File: src/rtl/glb_pkg.sv
// Shared constants, state encoding and length check for the GLB sequencer.
package glb_pkg;

    localparam int GLB_DEPTH  = 64;
    localparam int GLB_ADDR_W = 6;
    localparam int LEN_W      = 7;

    typedef enum logic [1:0] {
        IDLE,
        CLEAR,
        LOAD,
        DRAIN
    } state_t;

    // A start is honoured only for 1..GLB_DEPTH words.
    function automatic logic len_ok(input logic [LEN_W-1:0] len);
        return (len != '0) && (len <= LEN_W'(GLB_DEPTH));
    endfunction

endpackage

File: src/rtl/glb_out_fifo.sv
// Small synchronous FIFO that absorbs GLB read latency against PE back-pressure.
module glb_out_fifo #(
    parameter  int num_bits   = 16,
    parameter  int fifo_depth = 4,
    localparam int PTR_W      = $clog2(fifo_depth),
    localparam int CNT_W      = PTR_W + 1
) (
    input  logic                w_clk,
    input  logic                w_rst,
    input  logic                w_push,
    input  logic [num_bits-1:0] w_push_data,
    input  logic                w_pop,
    output logic [num_bits-1:0] r_head,
    output logic [CNT_W-1:0]    r_count
);

    logic [num_bits-1:0] mem [fifo_depth];
    logic [PTR_W-1:0]    wr_ptr;
    logic [PTR_W-1:0]    rd_ptr;

    // Storage is data only and carries no reset.
    always_ff @(posedge w_clk) begin
        if (w_push) begin
            mem[wr_ptr] <= w_push_data;
        end
    end

    always_ff @(posedge w_clk) begin
        if (w_rst) begin
            wr_ptr  <= '0;
            rd_ptr  <= '0;
            r_count <= '0;
        end else begin
            if (w_push) begin
                wr_ptr <= wr_ptr + PTR_W'(1);
            end
            if (w_pop) begin
                rd_ptr <= rd_ptr + PTR_W'(1);
            end
            case ({w_push, w_pop})
                2'b10:   r_count <= r_count + CNT_W'(1);
                2'b01:   r_count <= r_count - CNT_W'(1);
                default: r_count <= r_count;
            endcase
        end
    end

    assign r_head = mem[rd_ptr];

endmodule

File: src/rtl/glb_ctrl.sv
// LOAD/DRAIN/CLEAR sequencer in front of the single-PE GLB, with a read-ahead output FIFO.
module glb_ctrl
    import glb_pkg::*;
#(
    parameter int num_bits   = 16,
    parameter int fifo_depth = 4
) (
    input  logic                  w_clk,
    input  logic                  w_rst,
    input  logic                  w_clear,
    input  logic                  w_load_start,
    input  logic                  w_drain_start,
    input  logic [LEN_W-1:0]      w_len,
    input  logic                  w_in_valid,
    input  logic [num_bits-1:0]   w_in_data,
    output logic                  r_in_ready,
    output logic                  r_out_valid,
    output logic [num_bits-1:0]   r_out_data,
    input  logic                  w_out_ready,
    output logic                  r_busy,
    output logic                  r_done,
    output logic                  r_glb_ready,
    output logic                  r_glb_rw,
    output logic [GLB_ADDR_W-1:0] r_glb_address,
    output logic [num_bits-1:0]   r_glb_data,
    input  logic [num_bits-1:0]   w_glb_data
);

    localparam int CNT_W = $clog2(fifo_depth) + 1;
    localparam int OCC_W = CNT_W + 1;

    state_t           state;
    logic [LEN_W-1:0] len_q;
    logic [LEN_W-1:0] load_cnt;
    logic [LEN_W-1:0] issue_cnt;
    logic [LEN_W-1:0] deliver_cnt;
    logic             rd_vld_p0;
    logic             rd_vld_p1;
    logic [CNT_W-1:0] fifo_count;
    logic [OCC_W-1:0] occupancy;
    logic             issue_ok;
    logic             fifo_pop;

    // Reads in flight (address on the bus, data on the bus) reserve FIFO slots before they land.
    assign occupancy   = OCC_W'(fifo_count) + OCC_W'(rd_vld_p0) + OCC_W'(rd_vld_p1);
    assign issue_ok    = (occupancy < OCC_W'(fifo_depth)) && (issue_cnt < len_q);
    assign r_out_valid = (fifo_count != '0);
    assign fifo_pop    = r_out_valid && w_out_ready;

    glb_out_fifo #(
        .num_bits   (num_bits),
        .fifo_depth (fifo_depth)
    ) u_fifo (
        .w_clk       (w_clk),
        .w_rst       (w_rst),
        .w_push      (rd_vld_p1),
        .w_push_data (w_glb_data),
        .w_pop       (fifo_pop),
        .r_head      (r_out_data),
        .r_count     (fifo_count)
    );

    always_ff @(posedge w_clk) begin
        if (w_rst) begin
            state         <= IDLE;
            len_q         <= '0;
            load_cnt      <= '0;
            issue_cnt     <= '0;
            deliver_cnt   <= '0;
            rd_vld_p0     <= 1'b0;
            rd_vld_p1     <= 1'b0;
            r_in_ready    <= 1'b0;
            r_busy        <= 1'b0;
            r_done        <= 1'b0;
            r_glb_ready   <= 1'b0;
            r_glb_rw      <= 1'b0;
            r_glb_address <= '0;
            r_glb_data    <= '0;
        end else begin
            r_done    <= 1'b0;
            rd_vld_p0 <= 1'b0;
            // p0 -> p1: address presented this cycle, GLB data valid next cycle
            rd_vld_p1 <= rd_vld_p0;
            case (state)
                IDLE: begin
                    r_glb_ready <= 1'b1;
                    r_glb_rw    <= 1'b0;
                    r_in_ready  <= 1'b0;
                    if (w_clear) begin
                        state       <= CLEAR;
                        r_busy      <= 1'b1;
                        r_glb_ready <= 1'b0;
                    end else if (w_load_start && len_ok(w_len)) begin
                        state      <= LOAD;
                        len_q      <= w_len;
                        load_cnt   <= '0;
                        r_in_ready <= 1'b1;
                        r_busy     <= 1'b1;
                    end else if (w_drain_start && len_ok(w_len)) begin
                        state       <= DRAIN;
                        len_q       <= w_len;
                        issue_cnt   <= '0;
                        deliver_cnt <= '0;
                        r_busy      <= 1'b1;
                    end
                end
                CLEAR: begin
                    r_glb_ready <= 1'b1;
                    r_done      <= 1'b1;
                    r_busy      <= 1'b0;
                    state       <= IDLE;
                end
                LOAD: begin
                    if (w_in_valid && r_in_ready) begin
                        r_glb_rw      <= 1'b1;
                        r_glb_address <= load_cnt[GLB_ADDR_W-1:0];
                        r_glb_data    <= w_in_data;
                        load_cnt      <= load_cnt + LEN_W'(1);
                        if (load_cnt == len_q - LEN_W'(1)) begin
                            r_in_ready <= 1'b0;
                            r_done     <= 1'b1;
                            r_busy     <= 1'b0;
                            state      <= IDLE;
                        end
                    end else begin
                        r_glb_rw <= 1'b0;
                    end
                end
                DRAIN: begin
                    r_glb_rw <= 1'b0;
                    if (issue_ok) begin
                        r_glb_address <= issue_cnt[GLB_ADDR_W-1:0];
                        rd_vld_p0     <= 1'b1;
                        issue_cnt     <= issue_cnt + LEN_W'(1);
                    end
                    if (fifo_pop) begin
                        deliver_cnt <= deliver_cnt + LEN_W'(1);
                        if (deliver_cnt == len_q - LEN_W'(1)) begin
                            r_done <= 1'b1;
                            r_busy <= 1'b0;
                            state  <= IDLE;
                        end
                    end
                end
                default: begin
                    state <= IDLE;
                end
            endcase
        end
    end

endmodule

File: config.mk
export PLATFORM = sky130hd
export DESIGN_NAME = glb_ctrl
export DESIGN_NICKNAME = d
export VERILOG_FILES = /design/src/rtl/glb_pkg.sv /design/src/rtl/glb_out_fifo.sv /design/src/rtl/glb_ctrl.sv
export SDC_FILE = /design/constraint.sdc
export NUM_CORES = 1
export LEC_CHECK = 0
export ABC_AREA = 1
export CORE_MARGIN = 2
export CORE_UTILIZATION = 57
export DETAILED_ROUTE_END_ITERATION = 8
export PLACE_DENSITY = 0.88
export SLEW_MARGIN = 0
export SYNTH_ARGS = -nofsm -noshare
export SYNTH_HDL_FRONTEND = slang
export SYNTH_SLANG_ARGS = --single-unit
File: constraint.sdc
create_clock -name w_clk -period 3.5 [get_ports w_clk]
set_clock_uncertainty 0.15 [all_clocks]
set_input_delay 1.05 -clock w_clk [delete_from_list [all_inputs] [get_ports w_clk]]
set_output_delay 1.05 -clock w_clk [all_outputs]
set_load 0.02 [all_outputs]
# Word level (Yosys, flattened, before mapping)
# Memory sizes are Yosys's and may differ from the RTL's. A register that Yosys moved wholly into a read port is not among the register bits.
# Cells that the tools add are included.
# W data, S select, Z words.
[classes]
n_addsub = 10
shift = 0
order_cmp = 3
mux = 50
reduce_logical = 26
n_eq_ne = 17
div_mod_pow = 0
n_mul = 0
n_bitwise = 2
[ops]
columns = ["cell", "count"]
rows = [
  ["$mux W7", 10],
  ["$pmux W7 S2", 3],
  ["$add A7 B1 Y7 const B", 3],
  ["$mux W1", 18],
  ["$mux W2", 9],
  ["$ne A2 B2 Y1 const B", 8],
  ["$reduce_and A5 Y1", 3],
  ["$eq A7 B7 Y1", 2],
  ["$reduce_bool A2 Y1", 7],
  ["$mux W6", 2],
  ["$pmux W6 S2", 1],
  ["$reduce_and A3 Y1", 3],
  ["$pmux W2 S4", 1],
  ["$le A7 B7 Y1 const B", 1],
  ["$lt A7 B7 Y1", 1],
  ["$reduce_bool A7 Y1", 1],
  ["$sub A7 B1 Y7 const B", 1],
  ["$eq A2 B2 Y1 const B", 3],
  ["$logic_and A1 B1 Y1", 6],
  ["$pmux W1 S2", 3],
  ["$pmux W3 S2", 1],
  ["$add A2 B1 Y2 const B", 2],
  ["$add A3 B1 Y4", 1],
  ["$add A4 B1 Y4", 1],
  ["14 further kinds", 17],
]
[totals]
output_inout_bits = 44
ram_bits = 64
wordCells = 126
in_bits = 46
regBits = 66
latchBits = 0
mem_count = 1
rom_bits = 0
[memory_table]
columns = ["memory", "words", "word_bits", "rd", "rd_ports_with_merged_regs", "write_ports", "line_no", "rtl"]
rows = [
  ["u_fifo.mem", 4, 16, 1, 1, 1, "glb_out_fifo.sv:17", "logic [num_bits-1:0] mem [fifo_depth];"],
]

# Longest topological paths before layout
[logic_depth]
word_depth = 7
mapped_depth = 16
ltp_nobuf = 15

# Cells and area by module
# From an unflattened synthesis, not the netlist that was laid out.
[unflattened]
cells_unflattened = 687
hier_area_um2 = 6038.3
[by_module_without_submodules]
columns = ["mod", "seq_area_each_um2", "cells_each", "n_inst", "area_each_um2"]
rows = [
  ["glb_ctrl", 1181.1, 478, 1, 3253.1],
  ["glb_out_fifo", 2102.0, 209, 1, 2785.2],
]

# Worst setup path after synthesis
# Ideal clock, no wire load.
[synth_path]
path_type = "input to register"
from = "input w_out_ready"
to = "register u_fifo.r_count[2]"
path_stages = 9
setup_slack_ns = 1.036
required_time_ns = 3.228
setup_ns = 0.122
path_buffers = 0
arrival_time_ns = 2.192
cell_sequence = "nand2_1 -> inv_1 -> ha_1 -> inv_1 -> fa_1 -> a21oi_1 -> o21ai_0 -> o21ai_0 -> a21oi_1"
[synth_via]
elab_chain_len = 3
word_cells_on_any_way = 5
cone_classes = "2 x eq/ne; 1 x mux; 2 x reduce/logical"
[synth_lines]
columns = ["element", "line_no", "rtl"]
rows = [
  ["start, declared", "glb_ctrl.sv:19", "input logic w_out_ready,"],
  ["$logic_and A1 B1 Y1 *", "glb_ctrl.sv:48", "assign fifo_pop = r_out_valid && w_out_ready;"],
  ["named net fifo_pop", "glb_ctrl.sv:42", "logic fifo_pop;"],
  ["$eq A2 B1 Y1 / $eq A2 B2 Y1 (equally long branches)", "glb_out_fifo.sv:40", "case ({w_push, w_pop})"],
  ["$pmux W3 S2 / $reduce_bool A2 Y1 (equally long branches)", "-", ""],
  ["end signal, assigned", "glb_out_fifo.sv:41", "2'b10: r_count <= r_count + CNT_W'(1);"],
  ["end signal, assigned", "glb_out_fifo.sv:42", "2'b01: r_count <= r_count - CNT_W'(1);"],
  ["end signal, assigned", "glb_out_fifo.sv:43", "default: r_count <= r_count;"],
  ["end, declared", "glb_out_fifo.sv:14", "output logic [CNT_W-1:0] r_count"],
]
# Mark *: on every way through the listed nets, which the timed path passes. The rest lies on a longest branch.
# A chain may end at the register's enable or synchronous reset.

==> results.json <==
{
  "hold_slack_ns": 0.282,
  "power_leakage_nw": 2.96,
  "tritoncts": "done",
  "r2r-start": "len_q[2]",
  "syn-num-nets": 731,
  "die_area_sq_um": 11300,
  "cts_buffers": 17,
  "tightest_slew_ns": 0.715,
  "gp_congestion": 0.914,
  "cap_violations": 0,
  "arrival_ns": 2.18,
  "synth-async-reset-ratio": 0,
  "outcome": "complete, no violations",
  "synth_top_family_by_area": "simple AND/OR/NAND/NOR gates",
  "critPathKind": "flip-flop to output port",
  "multi_input_area_sq_um": 2370,
  "holdCritPathClass": "flip-flop to flip-flop",
  "initial_core_util": 0.584,
  "fin_crit_ns": 3.38,
  "critPathCaptureType": "output port",
  "die_y_um": 106,
  "synth.top_cell.area_share": 0.322,
  "crit_required_ns": 2.30,
  "clkLatencyLatePin_ns": 0.52,
  "wire_per_inst_um": 16.1,
  "final_cell_area_sq_um": 7650,
  "powerDensity_nw_per_um2": 663,
  "clockBufferDepth": 2,
  "area_growth_syn_to_layout_pct": 28.2,
  "reg2reg_depth": 10,
  "finalMaxSlewViolations": 0,
  "ctsHoldBuffers": 0,
  "track_usage": 0.265,
  "drtAntennaViolNets": 0,
  "avgViaCountPerCell": 5.69,
  "drt_pass1_iterations": 6,
  "yosys.area_share.simple": 0.191,
  "rr_endpoint": "issue_cnt[0]",
  "diodes": 0,
  "ff_latch_area_sq_um": 3290,
  "fill_cells": 671,
  "cts.sinks": 132,
  "setup_violations": 0,
  "cp-start-kind": "flip-flop",
  "ys_seq_area_frac": 0.550,
  "cts.htree.levels": 4,
  "yosysWarnings": 0,
  "mostFrequentLayoutCells": "nor2_1, clkdlybuf4s50_1, nand2_1, o21ai_0, dfxtp_1",
  "core-area_sq_um": 10200,
  "die_w_um": 106,
  "post-route-drc-count": 0,
  "grt_pass1_wl_um": 23500,
  "worst-path-max-fanout": 32,
  "r2r_setup_slack_ns": 0.92,
  "hold_viol": 0,
  "synth_area_leaders": "edfxtp_1, dfxtp_1, nor2_1, o21ai_0, nand2_1",
  "synth_fa_ha_area_frac": 0.0473,
  "synth_compound_gate_area_share": 0.138,
  "clk_pin_slew_ns": 0.06,
  "final_common_cell": "nor2_1",
  "synth_xor_area_frac": 0.0199,
  "tns_ns": 0,
  "synth_cell_type_count": 38,
  "ioPinCount": 90,
  "rsz0062_at_grt": "no",
  "synth-edff-count": 64,
  "drive_above_1_share": 0.0766,
  "antenna_found_initial": 0,
  "max-slew-margin-rel": 0.523,
  "synth-seq-cells": 132,
  "synthMuxAreaShare": 0,
  "syn_inst": 663,
  "crit_path_end": "r_out_data[7]",
  "synth.avg_cell_area_sq_um": 9.01,
  "num_vias": 5156,
  "rows": 37,
  "dp_hpwl_um": 9900,
  "grt_max_degree": 33,
  "post-route-period-util": 0.966,
  "clockRootBuffer": "clkbuf_8",
  "drt_iter0_markers": 387,
  "yosys.area.top_type": "edfxtp_1",
  "overflow": 0,
  "synth_area_sq_um": 5970,
  "portBuffers": 89,
  "synth_ff_type": "dfxtp_1",
  "grt_pass1_vias": 5041,
  "fmax_mhz": 296,
  "placed_area_sq_um": 6990,
  "nNetsFinal": 825,
  "wirelength_um": 14500,
  "vdd_drop_max_mv": 0.470
}
Yosys cell counts, types with 5 or more instances:
| master | instances |
|---|---|
| inv_1 | 53 |
| ha_1 | 21 |
| o21ai_0 | 77 |
| nand4_1 | 13 |
| inv_2 | 5 |
| o22ai_1 | 16 |
| edfxtp_1 | 64 |
| xor2_1 | 7 |
| o2111ai_1 | 5 |
| nor2_1 | 104 |
| nand3_1 | 36 |
| dfxtp_1 | 68 |
| a21oi_1 | 48 |
| nand2_1 | 85 |
| clkbuf_1 | 17 |
| nor3_1 | 6 |
flip-flops by register name, summed over array words and instances, names as in the netlist, named ones only:
register	count
u_fifo.mem	64
r_glb_data	16
deliver_cnt	7
issue_cnt	7
len_q	7
load_cnt	7
r_glb_address	6
u_fifo.r_count	3
state	2
u_fifo.rd_ptr	2
u_fifo.wr_ptr	2
r_busy	1
r_done	1
r_glb_ready	1
r_glb_rw	1
r_in_ready	1
rd_vld_p0	1
rd_vld_p1	1
cell families after synthesis:
family / after synthesis
flip-flops: 132
XOR/XNOR: 12
AO/OA/AOI/OAI: 155
buffers and inverters: 81
AND/OR/NAND/NOR: 261
adder cells (fa/ha/maj): 22
layer usage:
| metal | vias up | global-route usage | wire [um] |
|---|---|---|---|
| met4 | 0 | 0.105 | 423 |
| met1 | 2394 | 0.291 | 5670 |
| met5 | - | 0 | 0 |
| li1 | 2472 | - | - |
| met3 | 44 | 0.0650 | 977 |
| met2 | 246 | 0.487 | 7480 |
worst min-delay path by stage:
| stage | from | cells after the start | to | slack (ns) |
|---|---|---|---|---|
| 2_1_floorplan | rd_vld_p0 | 2 | rd_vld_p1 | 0.25 |
| 3_3_place_gp | rd_vld_p0 | 2 | rd_vld_p1 | 0.27 |
| 3_5_place_dp | rd_vld_p0 | 2 | rd_vld_p1 | 0.27 |
| 4_1_cts | rd_vld_p0 | 2 | rd_vld_p1 | 0.29 |
| 5_1_grt | rd_vld_p0 | 2 | rd_vld_p1 | 0.32 |
| 6_report | rd_vld_p0 | 2 | rd_vld_p1 | 0.28 |
area by class of cell:
| class | instances | area share |
|---|---|---|
| flip-flops and latches | 132 | 0.429 |
| multi-input cells | 450 | 0.310 |
| repair buffers | 97 | 0.125 |
| clock buffers | 19 | 0.0551 |
| inverters | 59 | 0.0294 |
| clock inverters | 13 | 0.0291 |
| well taps | 136 | 0.0222 |
stage by stage:
step	cells	util	setup slack, ns	power, mW
finish	906	0.748	0.119	5.08
global route	906	0.748	0.00921	5.31
CTS	905	0.747	0.00655	5.07
detailed placement	873	0.683	0.268	3.13
global placement	873	0.683	0.395	3.07
floorplan	663	-	1.04	2.68
timing repair:
action,CTS,global route
gates resized for setup,3,2
setup endpoints to repair,12,16
cloned,0,0
setup buffers,0,1
pin swaps,0,0
report_power, final:
group          switching (mW)  leakage, nW  internal, mW
Sequential             0.0912         1.13          1.71
Clock                   0.689        0.314          1.25
Combinational           0.842         1.52         0.495
Total                    1.62         2.96          3.45
worst max-delay path, stage by stage, from the launching register on:
cell             delay (ns)
dfxtp_2                0.38
inv_1                  0.10
buf_6                  0.23
o21ai_0                0.14
o22ai_1                0.17
clkdlybuf4s50_1        0.63
Power figures use the tool's default switching activity.
